[src/rtl/seg7_pkg.sv]
// seg7_pkg: FSM state encoding and active-low gfedcba segment patterns for the scan driver
`timescale 1ns/1ps
package seg7_pkg;

    typedef enum logic [1:0] {IDLE, GUARD, DRIVE} state_t;

    localparam logic [6:0] SEG_0     = 7'b1000000;
    localparam logic [6:0] SEG_1     = 7'b1111001;
    localparam logic [6:0] SEG_2     = 7'b0100100;
    localparam logic [6:0] SEG_3     = 7'b0110000;
    localparam logic [6:0] SEG_4     = 7'b0011001;
    localparam logic [6:0] SEG_5     = 7'b0010010;
    localparam logic [6:0] SEG_6     = 7'b0000010;
    localparam logic [6:0] SEG_7     = 7'b1111000;
    localparam logic [6:0] SEG_8     = 7'b0000000;
    localparam logic [6:0] SEG_9     = 7'b0010000;
    localparam logic [6:0] SEG_A     = 7'b0001000;
    localparam logic [6:0] SEG_B     = 7'b0000011;
    localparam logic [6:0] SEG_C     = 7'b1000110;
    localparam logic [6:0] SEG_D     = 7'b0100001;
    localparam logic [6:0] SEG_E     = 7'b0000110;
    localparam logic [6:0] SEG_F     = 7'b0001110;
    localparam logic [6:0] SEG_BLANK = 7'b1111111;

endpackage

[src/rtl/seg7_decode.sv]
// seg7_decode: combinational hex digit to active-low seven-segment pattern
`timescale 1ns/1ps
module seg7_decode
    import seg7_pkg::*;
(
    input  logic [3:0] d,
    output logic [6:0] seg
);

    // full hex table; F falls through to the default
    always_comb begin
        case (d)
            4'h0:    seg = SEG_0;
            4'h1:    seg = SEG_1;
            4'h2:    seg = SEG_2;
            4'h3:    seg = SEG_3;
            4'h4:    seg = SEG_4;
            4'h5:    seg = SEG_5;
            4'h6:    seg = SEG_6;
            4'h7:    seg = SEG_7;
            4'h8:    seg = SEG_8;
            4'h9:    seg = SEG_9;
            4'ha:    seg = SEG_A;
            4'hb:    seg = SEG_B;
            4'hc:    seg = SEG_C;
            4'hd:    seg = SEG_D;
            4'he:    seg = SEG_E;
            default: seg = SEG_F;
        endcase
    end

endmodule

[src/rtl/seg7_scan_driver.sv]
// seg7_scan_driver: time-multiplexed common-anode display scanner with anti-ghosting guard slots
// Optional leading-zero blanking is enabled by defining SEG7_LEADING_ZERO_BLANK_EN.
`timescale 1ns/1ps
module seg7_scan_driver
    import seg7_pkg::*;
#(
    parameter int NUM_DIGITS   = 4,
    parameter int REFRESH_DIV  = 50000,
    parameter int GUARD_CYCLES = 500
)(
    input  logic                    clk,
    input  logic                    rst_n,
    input  logic                    load,
    input  logic [4*NUM_DIGITS-1:0] digits,
    input  logic [NUM_DIGITS-1:0]   dp_mask,
    output logic [6:0]              seg,
    output logic                    dp_n,
    output logic [NUM_DIGITS-1:0]   an
);

    localparam int CMAX = (REFRESH_DIV > GUARD_CYCLES) ? REFRESH_DIV : GUARD_CYCLES;
    localparam int CW   = $clog2(CMAX + 1);
    localparam int IW   = $clog2(NUM_DIGITS);
    localparam logic [NUM_DIGITS-1:0] ONE = {{(NUM_DIGITS-1){1'b0}}, 1'b1};

    logic [4*NUM_DIGITS-1:0] digits_q;
    logic [NUM_DIGITS-1:0]   dp_q;
    state_t                  state;
    logic [CW-1:0]           cnt;
    logic [IW-1:0]           idx;
    logic [6:0]              dec;
    logic                    blank;

    seg7_decode u_dec (
        .d   (digits_q[{idx, 2'b00} +: 4]),
        .seg (dec)
    );

`ifdef SEG7_LEADING_ZERO_BLANK_EN
    // a digit is a leading zero when it and every digit above it is zero; digit 0 always shows
    assign blank = (idx != '0) && ((digits_q >> {idx, 2'b00}) == '0);
`else
    assign blank = 1'b0;
`endif

    // shadow copy of the digit vector, overwritten by every load regardless of scan state
    always_ff @(posedge clk or negedge rst_n) begin
        if (!rst_n) begin
            digits_q <= '0;
            dp_q     <= '0;
        end else if (load) begin
            digits_q <= digits;
            dp_q     <= dp_mask;
        end
    end

    // scan FSM; segment/dp registers latch on entry to DRIVE so a mid-slot load cannot disturb the lit digit
    always_ff @(posedge clk or negedge rst_n) begin
        if (!rst_n) begin
            state <= IDLE;
            cnt   <= '0;
            idx   <= '0;
            an    <= '1;
            seg   <= SEG_BLANK;
            dp_n  <= 1'b1;
        end else begin
            case (state)
                IDLE: begin
                    if (load) begin
                        state <= GUARD;
                        cnt   <= CW'(GUARD_CYCLES - 1);
                        idx   <= '0;
                    end
                end
                GUARD: begin
                    if (cnt == '0) begin
                        state <= DRIVE;
                        cnt   <= CW'(REFRESH_DIV - 1);
                        an    <= ~(ONE << idx);
                        seg   <= blank ? SEG_BLANK : dec;
                        dp_n  <= ~dp_q[idx];
                    end else begin
                        cnt <= cnt - CW'(1);
                    end
                end
                DRIVE: begin
                    if (cnt == '0) begin
                        state <= GUARD;
                        cnt   <= CW'(GUARD_CYCLES - 1);
                        idx   <= (idx == IW'(NUM_DIGITS - 1)) ? '0 : idx + IW'(1);
                        an    <= '1;
                        seg   <= SEG_BLANK;
                        dp_n  <= 1'b1;
                    end else begin
                        cnt <= cnt - CW'(1);
                    end
                end
                default: state <= IDLE;
            endcase
        end
    end

endmodule

[config.mk]
export PLATFORM = sky130hd
export DESIGN_NAME = seg7_scan_driver
export DESIGN_NICKNAME = d
export VERILOG_FILES = /design/src/rtl/seg7_pkg.sv /design/src/rtl/seg7_decode.sv /design/src/rtl/seg7_scan_driver.sv
export SDC_FILE = /design/constraint.sdc
export NUM_CORES = 1
export LEC_CHECK = 0
export BUFFER_PORTS_ARGS = -buffer_cell sky130_fd_sc_hd__buf_2
export CAP_MARGIN = 20
export CORE_MARGIN = 1.5
export CORE_UTILIZATION = 38
export DETAILED_ROUTE_END_ITERATION = 16
export GPL_TIMING_DRIVEN = 0
export PLACE_DENSITY = 0.58
export SLEW_MARGIN = 20
export SYNTH_ARGS = -nofsm -noshare
export SYNTH_HDL_FRONTEND = slang
export SYNTH_SLANG_ARGS = --single-unit
[constraint.sdc]
create_clock -name clk -period 2.2 [get_ports clk]
set_clock_uncertainty 0.1 [all_clocks]
set_input_delay 0.33 -clock clk [delete_from_list [all_inputs] [get_ports clk]]
set_output_delay 0.33 -clock clk [all_outputs]
set_load 0.005 [all_outputs]
==> impl_results.md, run 1 <==
* Syn nets at 316
* CP Capture Type: flop
* Syn avg cell area at 10.7 um2
* Clock power share at 20.7%
* Slew headroom at 55.8%
* Inserted Clock Buffers at 5
* DR vias at 2272
* Htree depth at 2
* Starting Density at 38.8%
* Final min period at 2130 ps
* CTS tree: done
* Core area at 7650 um2
* Vias in the first global route at 2160
* Clock Path Buffers at 2
* Sw Pwr at 1050 uW
* Inserted Diodes at 0
* Final GP Congestion at 0.764
* # clock sinks at 52
* Post-synth EDFFs at 0
* Pwr dens at 812 nW/um2
* Synth warnings at 0
* Final Util at 45.3%
* Port Buffer Count at 34
* Total power at 2810 uW
* Pin count of the biggest net entering global routing at 53
* Critical Path RT at 2330 ps
* WL per Instance at 14.7 um
* Part of the power in registers at 43.3%
* DRT antenna net count at 0
* CP Class: flop to flop
* Vias per inst at 5.31
* Gate power share at 36.0%
* Share of post-route cells with drive strength above 1 at 35.9%
* # DRC at 0
* Async set-reset flop share out of synthesis at 100%
* #FFs+latches synth at 52
* First-pass GRT wire length at 10600 um
* Netlist cell types at 42
* Num rows at 32
* Cells after Synth at 277
* CP Max Fanout at 4
* Max Fclk at 469 MHz
* Final number of setup-violating endpoints at 0
* Hold slack final at 141 ps
* CP arrival at 2260 ps
* Die extent in x at 91.4 um
* Min-Delay Path Class: input pin to flop
* Die height at 91.4 um
* Worst-Margin Slew at 663 ps
* Final period utilization at 96.9%
* Max Cap Viol at 0
* Outcome: finished, final reports clean
* Final Hold Viols at 0
* Die footprint at 8350 um2
* Clock root cell: clkbuf_8
* All-Layer GR Usage at 15.7%
* Fin. max-slew vios at 0
* Grt total ovfl at 0
* Ys flop type: dfrtp_1
* Drt total wl at 6270 um
* Worst IR Drop VDD at 372 uV
* First-pass iteration count of the detailed router at 4
* Internal power at 1760 uW
* Area Growth Syn to Fin at 16.7%
* Sw Ratio at 37.5%
* Clk pin slew, worst setup/hold paths at 110 ps
* DPL Wire Length at 4460 um
* Initial antenna violation count at 0
* Leakage at 0.00152 uW
* Element type at the critical path start: flop
* Register area share after synthesis at 44.4%
* Synthesized cell area at 2970 um2
* I/O Pins at 35
* Initial DRC count at 109
* Clock latency at the later pin of the worst-skew pair at 310 ps
* Nets@finish at 364
==> sequential cells by signal, indices dropped and copies added (netlist names) <==
signal	flops
dp_n	1
seg	7
idx	2
digits_q	16
cnt	16
dp_q	4
state	2
an	4
==> layer usage <==
| metal | vias up | GRT usage, % | share of wire [%] |
|---|---|---|---|
| met5 | - | 0 | 0 |
| met4 | 0 | 3.13 | 0.61 |
| met2 | 27 | 23.6 | 45 |
| met3 | 6 | 2.93 | 2.6 |
| met1 | 1118 | 23.6 | 51 |
| li1 | 1121 | - | - |
==> area by class of cell <==
type,instances,area (um2)
Inverter,12,45.0
Clock buffer,5,68.8
Buffer,16,106
Multi-Input combinational cell,196,1530
Fill cell,719,4180
Clock inverter,3,25.0
Sequential cell,52,1320
Tap cell,102,128
Timing Repair Buffer,42,239
==> power groups by stage <==
stage	clock (uW)	sequential, uW	combinational [uW]
after detailed placement	0	1230	974
after CTS	607	1210	985
final	581	1220	1010
after floorplan	0	1200	745
after global routing	637	1240	1140
after global placement	0	1220	966
==> cell usage after synthesis, types with 2 or more instances <==
cell type	count	area share, %
nor4_1	6	1.3
dfstp_2	12	11
buf_2	3	0.51
o22a_1	11	3.2
nor2_1	22	2.8
o21ai_0	12	2.0
buf_1	3	0.38
nand2_1	11	1.4
clkbuf_1	3	0.38
nand2b_1	4	0.84
a21oi_1	30	5.1
a22oi_1	2	0.51
nor3b_1	2	0.51
nand3_1	3	0.51
mux2_2	22	8.4
mux2i_1	2	0.67
a21o_1	2	0.51
a31oi_1	14	3.0
ha_1	16	6.7
a22o_1	6	1.8
mux4_2	5	3.8
or4_1	2	0.51
and4_2	2	0.67
buf_4	4	1.0
a311oi_1	2	0.59
inv_1	12	1.5
o31ai_1	2	0.51
nor3_1	7	1.2
dfrtp_1	40	34
buf_6	3	1.1
==> critical path: stages (launching register included) <==
cell,delay [ps]
dfrtp_1,370
buf_6,130
mux4_2,530
buf_4,170
ha_1,210
mux2_2,280
a22oi_2,150
a21oi_1,100
==> worst paths after layout <==
kind                       startpoint     endpoint  slack (ps)  depth (start not counted)
hold / removal              digits[7]  digits_q[7]         140                          2
setup / recovery               idx[0]       seg[6]          70                          7
max in group asynchronous       rst_n       idx[1]        1040                          2
hold reg to reg               dp_q[2]      dp_q[2]         420                          1
setup reg to reg               idx[0]       seg[6]          70                          7
min in group asynchronous       rst_n  digits_q[6]         500                          2
==> stage by stage <==
stage / worst slack (ps) / TNS (ps) / instances / instance area [um2]
floorplan: 90.1 / 0 / 277 / 2970
CTS: 39.8 / 0 / 426 / 3410
global placement: -215 / -398 / 413 / 3260
detailed placement: -222 / -438 / 413 / 3270
global route: -9.08 / -9.08 / 428 / 3460
finish: 67.8 / 0 / 428 / 3460
==> cells by family after synthesis <==
group | synth area share, %
multiplexers | 12.8
AO/OA/AOI/OAI | 18.2
flip-flops | 44.4
adder cells (fa/ha/maj) | 6.75
buffers and inverters | 5.10
AND/OR/NAND/NOR | 12.7
==> cell usage in the layout, fill, tap and decap left out, types with 2 or more instances in the layout <==
| cell | count |
|---|---|
| and4_2 | 2 |
| buf_2 | 36 |
| a22o_1 | 6 |
| mux2i_1 | 2 |
| a31oi_1 | 14 |
| nor2_1 | 22 |
| nand2_1 | 11 |
| clkbuf_1 | 2 |
| or4_1 | 2 |
| mux2_2 | 22 |
| buf_6 | 5 |
| nor4_4 | 2 |
| nand3_1 | 3 |
| inv_2 | 2 |
| buf_4 | 10 |
| a21o_1 | 2 |
| dfrtp_1 | 39 |
| dfstp_2 | 12 |
| nor3_1 | 6 |
| a311oi_1 | 2 |
| ha_1 | 16 |
| nand2b_1 | 4 |
| nor4_1 | 6 |
| inv_1 | 10 |
| o21ai_0 | 11 |
| o31ai_1 | 2 |
| buf_1 | 3 |
| inv_6 | 2 |
| clkbuf_8 | 5 |
| a21oi_1 | 28 |
| mux4_2 | 5 |
| o22a_1 | 11 |
| a21oi_2 | 2 |
==> repair_timing <==
action	4_1_cts	5_1_grt
gates resized for setup	2	11
hold endpoints to repair	40	0
hold buffers	1	0
buffers inserted	5	2
pin swaps	0	1
endpoints found under the setup margin	4	15
Note: power is estimated with default switching activity, not from simulation.
==> inputs of run 2 (changes only) <==
--- a/config.mk
+++ b/config.mk
@@ -5,6 +5,7 @@
 export SDC_FILE = /design/constraint.sdc
 export NUM_CORES = 1
 export LEC_CHECK = 0
+export ABC_AREA = 1
 export BUFFER_PORTS_ARGS = -buffer_cell sky130_fd_sc_hd__buf_2
 export CAP_MARGIN = 20
 export CORE_MARGIN = 1.5
==> impl_results.md, run 2 <==
* Outcome: finished, final reports clean
* Max Fclk at 497 MHz (+6.0%)
* Final GP Congestion at 0.850 (+11%)
* Pwr dens at 912 nW/um2 (+12%)
* #FFs+latches synth at 52 (unchanged)
* CP Capture Type: flop
* Cell taking the most area after synthesis: dfrtp_1
* Num rows at 33 (+3.1%)
* Clk pin slew, worst setup/hold paths at 120 ps (about the same)
* Die height at 94.7 um (+3.6%)
* Worst slack, placed at 198 ps (+420 ps)
* Cells after Synth at 430 (+55%)
* Drt total wl at 6840 um (+9.0%)
* Post-synth EDFFs at 0 (unchanged)
* Clock Path Buffers at 2 (unchanged)
* Htree depth at 2 (unchanged)
* RSZ-0062 raised after global routing: no
* CTS tree: done
* Element type at the critical path start: flop
* Die extent in x at 94.7 um (+3.6%)
* Pin count of the biggest net entering global routing at 53 (unchanged)
* Initial DRC count at 88 (-19%)
* Synth cell count leaders: nand2_1 (178), dfrtp_1 (40), inv_1 (38), nor2_1 (38), nand3_1 (30)
* Slew headroom at 54.9% (-0.91 points)
* DR vias at 2670 (+18%)
* Inserted Diodes at 0 (unchanged)
* Nets@finish at 511 (+40%)
* Async set-reset flop share out of synthesis at 100% (unchanged)
* Final period utilization at 91.4% (-5.5 points)
* Inserted Clock Buffers at 5 (unchanged)
* Leakage at 0.00192 uW (+26%)
* Core area at 8180 um2 (+6.9%)
* Leading cell types in the layout, fill and taps excluded: nand2_1 (178), dfrtp_1 (39), inv_1 (38), nor2_1 (38), buf_2 (34)
* Top-count cell post-synth: nand2_1
* Max Cap Viol at 0 (unchanged)
* # DRC at 0 (unchanged)
* Starting Density at 39.1% (+0.28 points)
* WL per Instance at 11.8 um (-19%)
* Worst IR Drop VDD at 315 uV (-15%)
* Register area share after synthesis at 41.2% (-3.2 points)
* CP Max Fanout at 8 (+4)
* CP arrival at 2170 ps (-90 ps)
* Top flop regs: cnt (16), digits_q (16), seg (7)
* DRT antenna net count at 0 (unchanged)
* Synth top area cells: dfrtp_1 (31%), nand2_1 (21%), dfstp_2 (9.9%)
* Setup ws final at 188 ps (+121 ps)
* Final Util at 44.1% (-1.2 points)
* Yosys top cell area share at 31.3% (-2.4 points)
* First-pass iteration count of the detailed router at 4 (unchanged)
* Fin. max-slew vios at 0 (unchanged)
* Final min period at 2010 ps (-121 ps)
* Final Non-Filler Cells at 578 (+35%)
* I/O Pins at 35 (unchanged)
* Share of post-route cells with drive strength above 1 at 19.5% (-16 points)
* Placed Cells at 569 (+38%)
* Worst-Margin Slew at 677 ps (+13.7 ps)
* Syn nets at 469 (+48%)
* Initial antenna violation count at 0 (unchanged)
* Final Hold Viols at 0 (unchanged)
* Syn avg cell area at 7.43 um2 (-31%)
* Leading cell type in the layout, fill and taps excluded: nand2_1
* DPL Wire Length at 5120 um (+15%)
* Total power at 3290 uW (+17%)
* Vias per inst at 4.62 (-13%)
* All-Layer GR Usage at 16.7% (+0.99 points)
* Final number of setup-violating endpoints at 0 (unchanged)
* Vias in the first global route at 2419 (+12%)
* Area Growth Syn to Fin at 12.9%
* Synth warnings at 0 (unchanged)
* Port Buffer Count at 34 (unchanged)
* Clock root cell: clkbuf_8
* Critical Path RT at 2350 ps (+20 ps)
* CP Class: flop to flop
* Synthesized cell area at 3190 um2 (+7.7%)
* # clock sinks at 52 (unchanged)
* Grt total ovfl at 0 (unchanged)
* Die footprint at 8970 um2 (+7.4%)
* Ys flop type: dfrtp_1
* Netlist cell types at 35 (-17%)
* Clock latency at the later pin of the worst-skew pair at 320 ps (about the same)
* First-pass GRT wire length at 11600 um (+9.8%)
* Min-Delay Path Class: input pin to flop
* Setup TNS at 0 ps (unchanged)
-- run 2: changes by cell type in the layout (fill, tap and decap cells not counted), sizes merged, moves of 8 or more --
cell | before | now
a31oi | 14 | 0
nand3 | 3 | 34
nor2 | 22 | 47
nor4 | 8 | 0
mux2 | 22 | 0
a21oi | 30 | 6
nand2 | 11 | 183
inv | 14 | 48
buf | 54 | 41
o22a | 11 | 0
-- run 2: critical path, cell delays in order (launching register included) --
cell and delay, ps:
dfrtp_1 420, buf_2 190, inv_2 150, nand3_1 100
nand2_1 210, inv_1 120, ha_1 230, nand3_1 150
nand2_1 70, nand2_1 50, nand3_1 60, nand2_1 60
inv_1 30
-- run 2: kinds of logic after synthesis --
| group | share of synthesized area (%) |
|---|---|
| compound gates | 6.46 |
| flops | 41.2 |
| simple gates | 37.5 |
| buf+inv | 7.21 |
| xor+xnor | 1.37 |
| fa+ha+maj | 6.27 |
-- run 2: what timing repair did --
| action | CTS | global route |
|---|---|---|
| hold buffers | 1 | 0 |
| endpoints found under the setup margin | 0 | 1 |
| resized for setup | 0 | 1 |
| endpoints found under the hold margin | 40 | 0 |
| setup buffers | 0 | 0 |
-- run 2: stage by stage --
stage | instance area, um2 | hold slack [ps]
6_report | 3610 | 99.9
3_5_place_dp | 3500 | 323
4_1_cts | 3610 | 94.4
3_3_place_gp | 3500 | 351
2_1_floorplan | 3190 | -65.6
5_1_grt | 3610 | 91.9
-- run 2: path summary, 6_finish.rpt --
check | slack [ps] | cells past startpoint | start | end
min in group asynchronous | 490 | 2 | rst_n | state[0]
max in group asynchronous | 1040 | 2 | rst_n | idx[0]
setup / recovery | 190 | 12 | idx[1] | seg[3]
setup reg to reg | 190 | 12 | idx[1] | seg[3]
hold / removal | 100 | 3 | digits[15] | digits_q[15]
hold reg to reg | 390 | 2 | digits_q[4] | digits_q[4]
-- run 2: final cells by class --
class                           instances  area [um2]
Fill cell                             861        4570
Inverter                               46         173
Buffer                                  9        57.6
Tap cell                              105         131
Sequential cell                        52        1320
Timing Repair Buffer                   35         183
Multi-Input combinational cell        323        1650
Clock buffer                            5        68.8
Clock inverter                          3        28.8
-- run 2: per-layer routing --
| layer | wire length (um) | up-vias | track usage [%] |
|---|---|---|---|
| li1 | - | 1415 | - |
| met1 | 3680 | 1206 | 25.2 |
| met2 | 2890 | 47 | 24.6 |
| met3 | 224 | 2 | 2.74 |
| met4 | 38 | 0 | 4.10 |
| met5 | 0 | - | 0 |
-- run 2: where the power goes --
group	total (uW)	switching [uW]	internal [uW]
Clock	600	359	241
Combinational	1450	964	485
Sequential	1240	136	1100
==> inputs of run 3 (changes only) <==
--- a/config.mk
+++ b/config.mk
@@ -10,10 +10,12 @@
 export CAP_MARGIN = 20
 export CORE_MARGIN = 1.5
 export CORE_UTILIZATION = 38
+export CTS_BUF_LIST = sky130_fd_sc_hd__clkbuf_4 sky130_fd_sc_hd__clkbuf_8 sky130_fd_sc_hd__clkbuf_16
 export DETAILED_ROUTE_END_ITERATION = 16
 export GPL_TIMING_DRIVEN = 0
-export PLACE_DENSITY = 0.58
+export PLACE_DENSITY = 0.55
 export SLEW_MARGIN = 20
 export SYNTH_ARGS = -nofsm -noshare
 export SYNTH_HDL_FRONTEND = slang
+export SYNTH_HIERARCHICAL = 1
 export SYNTH_SLANG_ARGS = --single-unit
==> impl_results.md, run 3 <==
* CTS tree: done
* Slew headroom at 55.5% (+0.60 points)
* # clock sinks at 52 (unchanged)
* Cell taking the most area after synthesis: dfrtp_1
* Syn avg cell area at 7.31 um2 (-1.6%)
* Area of the multi-input gates at 1570 um2 (-4.9%)
* Sw Pwr at 1510 uW (+3.2%)
* Yosys top cell area share at 32.2% (+0.82 points)
* Met3 Wirelength at 169 um (-25%)
* Vias per inst at 4.67 (+1.1%)
* Initial DRC count at 106 (+20%)
* Nets@finish at 517 (+1.2%)
* Netlist cell types at 34 (-2.9%)
* Critical Path RT at 2350 ps (about the same)
* Met1 WL at 3650 um (-0.73%)
* CP Max Fanout at 10 (+2)
* Total power at 3430 uW (+4.3%)
* Leakage at 0.00195 uW (+1.8%)
* Leading cell type in the layout, fill and taps excluded: nand2_1
* Num rows at 32 (-3.0%)
* Clk pin slew, worst setup/hold paths at 110 ps (about the same)
* Register-to-Register Path Depth at 13 (+1)
* DR vias at 2709 (+1.5%)
* WL per Instance at 11.9 um (+0.66%)
* Pwr dens at 950 nW/um2 (+4.2%)
* Sw Ratio at 43.9% (-0.45 points)
* Die footprint at 8740 um2 (-2.5%)
* Final GP Congestion at 0.878 (+3.3%)
* Leading cell types in the layout, fill and taps excluded: nand2_1 (158), nor2_1 (48), dfrtp_1 (38)
* Die height at 93.5 um (-1.2%)
* Worst-Margin Slew at 667 ps (-9.06 ps)
* Async set-reset flop share out of synthesis at 100% (unchanged)
* Worst hold path stage count at 3 (unchanged)
* All-Layer GR Usage at 17.4% (+0.73 points)
* Max Cap Viol at 0 (unchanged)
* Final period utilization at 93.2% (+1.7 points)
* Drt total wl at 6900 um (+1.0%)
* Final Util at 46.0% (+1.9 points)
* CP arrival at 2200 ps (+30 ps)
* Hold path startpoint: dp_mask[1]
* Inserted Diodes at 0 (unchanged)
* Outcome: finished, final reports clean
* R2R Setup Slk at 150 ps (-40 ps)
* Inserted Clock Buffers at 5 (unchanged)
* Pin count of the biggest net entering global routing at 53 (unchanged)
* Fill cells at 858 (-0.35%)
* Synth cell count leaders: nand2_1 (158), nor2_1 (48), dfrtp_1 (40)
* FF/Latch Area at 1320 um2 (about the same)
* Grt total ovfl at 0 (unchanged)
* Die extent in x at 93.5 um (-1.2%)
* # DRC at 0 (unchanged)
* Synth top area cells: dfrtp_1 (32%), nand2_1 (19%), dfstp_2 (10%)
* Synth warnings at 6 (+6)
* Register area share after synthesis at 42.3% (+1.1 points)
* Clock power share at 17.4% (-0.8 points)
* Starting Density at 39.7% (+0.60 points)
* Syn nets at 466 (-0.64%)
* Top-count cell post-synth: nand2_1
* First-pass GRT wire length at 12100 um (+3.8%)
* Ys flop type: dfrtp_1
* RR Endpoint: seg[5]
* Core area at 7850 um2 (-4.0%)
* Top layer in use: met4
* Part of the power in registers at 36.2% (-1.5 points)
* Final number of setup-violating endpoints at 0 (unchanged)
* Final Hold Viols at 0 (unchanged)
* I/O Pins at 35 (unchanged)
* Worst IR Drop VDD at 407 uV (+29%)
* Share of post-route cells with drive strength above 1 at 20.9% (+1.5 points)
* Gate power share at 46.4% (+2.3 points)
* Fin. max-slew vios at 0 (unchanged)
* Post-synth EDFFs at 0 (unchanged)
* Min-Delay Path Class: input pin to flop
* Cells after Synth at 426 (-0.93%)
* Final min period at 2050 ps (+37.9 ps)
* Top flop regs: cnt (16), digits_q (16), seg (7)
* Clock latency at the later pin of the worst-skew pair at 310 ps (about the same)
* Synthesized cell area at 3110 um2 (-2.5%)
* DPL Wire Length at 4940 um (-3.4%)
* Max Fclk at 488 MHz (-1.9%)
* Worst Hold End: dp_q[1]
* Internal power at 1920 uW (+5.1%)
* Htree depth at 2 (unchanged)
* First-pass iteration count of the detailed router at 5 (+1)
* Worst R2R Start: idx[0]
* Clock Path Buffers at 2 (unchanged)
* #FFs+latches synth at 52 (unchanged)
* CP Class: flop to flop
* CP Capture Type: flop
* Area Growth Syn to Fin at 16.0%
* Initial antenna violation count at 0 (unchanged)
* Clock root cell: clkbuf_8
* Element type at the critical path start: flop
* DRT antenna net count at 0 (unchanged)
* Vias in the first global route at 2529 (+4.5%)
* Port Buffer Count at 34 (unchanged)
* Routed wl met2 at 3020 um (+4.2%)
-- run 3: cell count changes after synthesis, sizes merged, moves of 3 or more --
| cell | change |
|---|---|
| nor2 | +6 |
| o21ai | +18 |
| clkbuf | +3 |
| a22oi | -5 |
| nand2 | -22 |
| o22ai | +3 |
| a21boi | -3 |
| nand3 | -6 |
-- run 3: logic make-up (layout without fill, tap and decap cells) --
kind of cell / count (synthesis) / count (layout) / share of synthesized area, %
and+or+nand+nor: 247 / 247 / 32.9
buffers and inverters: 57 / 109 / 7.80
DFF: 52 / 52 / 42.3
AOI/OAI and AO/OA: 47 / 47 / 8.52
adders and majority gates: 17 / 17 / 6.83
xor gates and xnor gates: 6 / 6 / 1.69
-- run 3: area by class of cell --
class	instances	share of cell area, %
Timing Repair Buffer	44	6.93
Inverter	46	4.92
Buffer	10	1.91
Tap cell	102	3.54
Multi-Input combinational cell	317	43.4
Sequential cell	52	36.5
Timing Repair inverter	1	0.139
Clock inverter	3	0.728
Clock buffer	5	1.91
-- run 3: routing by layer --
metal,track usage [%],up-vias
li1,-,1428
met2,25.7,34
met3,2.36,5
met1,26.3,1242
met5,0,-
met4,5.05,0
-- run 3: stage by stage --
step                      hold slack (ps)  area (um2)  cells  TNS, ps  setup WS (ps)
after floorplan                     -65.6        3110    426        0           9.49
after global placement                348        3410    562    -2390           -412
after detailed placement              317        3410    562    -2670           -460
after CTS                            96.8        3550    572        0           21.3
after global routing                  108        3610    580    -18.2          -18.2
final                                 105        3610    580        0            150
-- run 3: worst max path at each step --
stage | slack, ps | cells after the start | startpoint | end
CTS | 20 | 12 | idx[0] | seg[3]
finish | 150 | 13 | idx[0] | seg[5]
global route | -20 | 12 | idx[0] | seg[3]
floorplan | 9 | 13 | idx[0] | seg[3]
global placement | -410 | 14 | idx[0] | seg[0]
detailed placement | -460 | 14 | idx[0] | seg[0]
-- run 3: worst max-delay path, cell delays in order (launching register included) --
cell,delay (ps)
dfrtp_2,470
buf_4,190
o21ai_1,160
o22ai_2,150
buf_4,160
ha_1,200
nand2_1,130
o21ai_1,80
nand2_1,60
nand2_1,50
nor2_1,80
nand2_1,60
o21ai_1,60
inv_1,50
-- run 3: timing repair --
action	4_1_cts	5_1_grt
buffers inserted	2	7
hold endpoints to repair	40	0
endpoints found under the setup margin	7	7
resized for setup	6	10
cloned	0	1
pin swaps	1	2
hold buffers	1	0
-- run 3: power by group through the flow --
stage	sequential [uW]	clock [uW]	combinational, uW
after floorplan	1220	0	1160
after global placement	1250	0	1480
after detailed placement	1260	0	1490
after CTS	1240	621	1540
after global routing	1260	659	1850
final	1240	597	1590
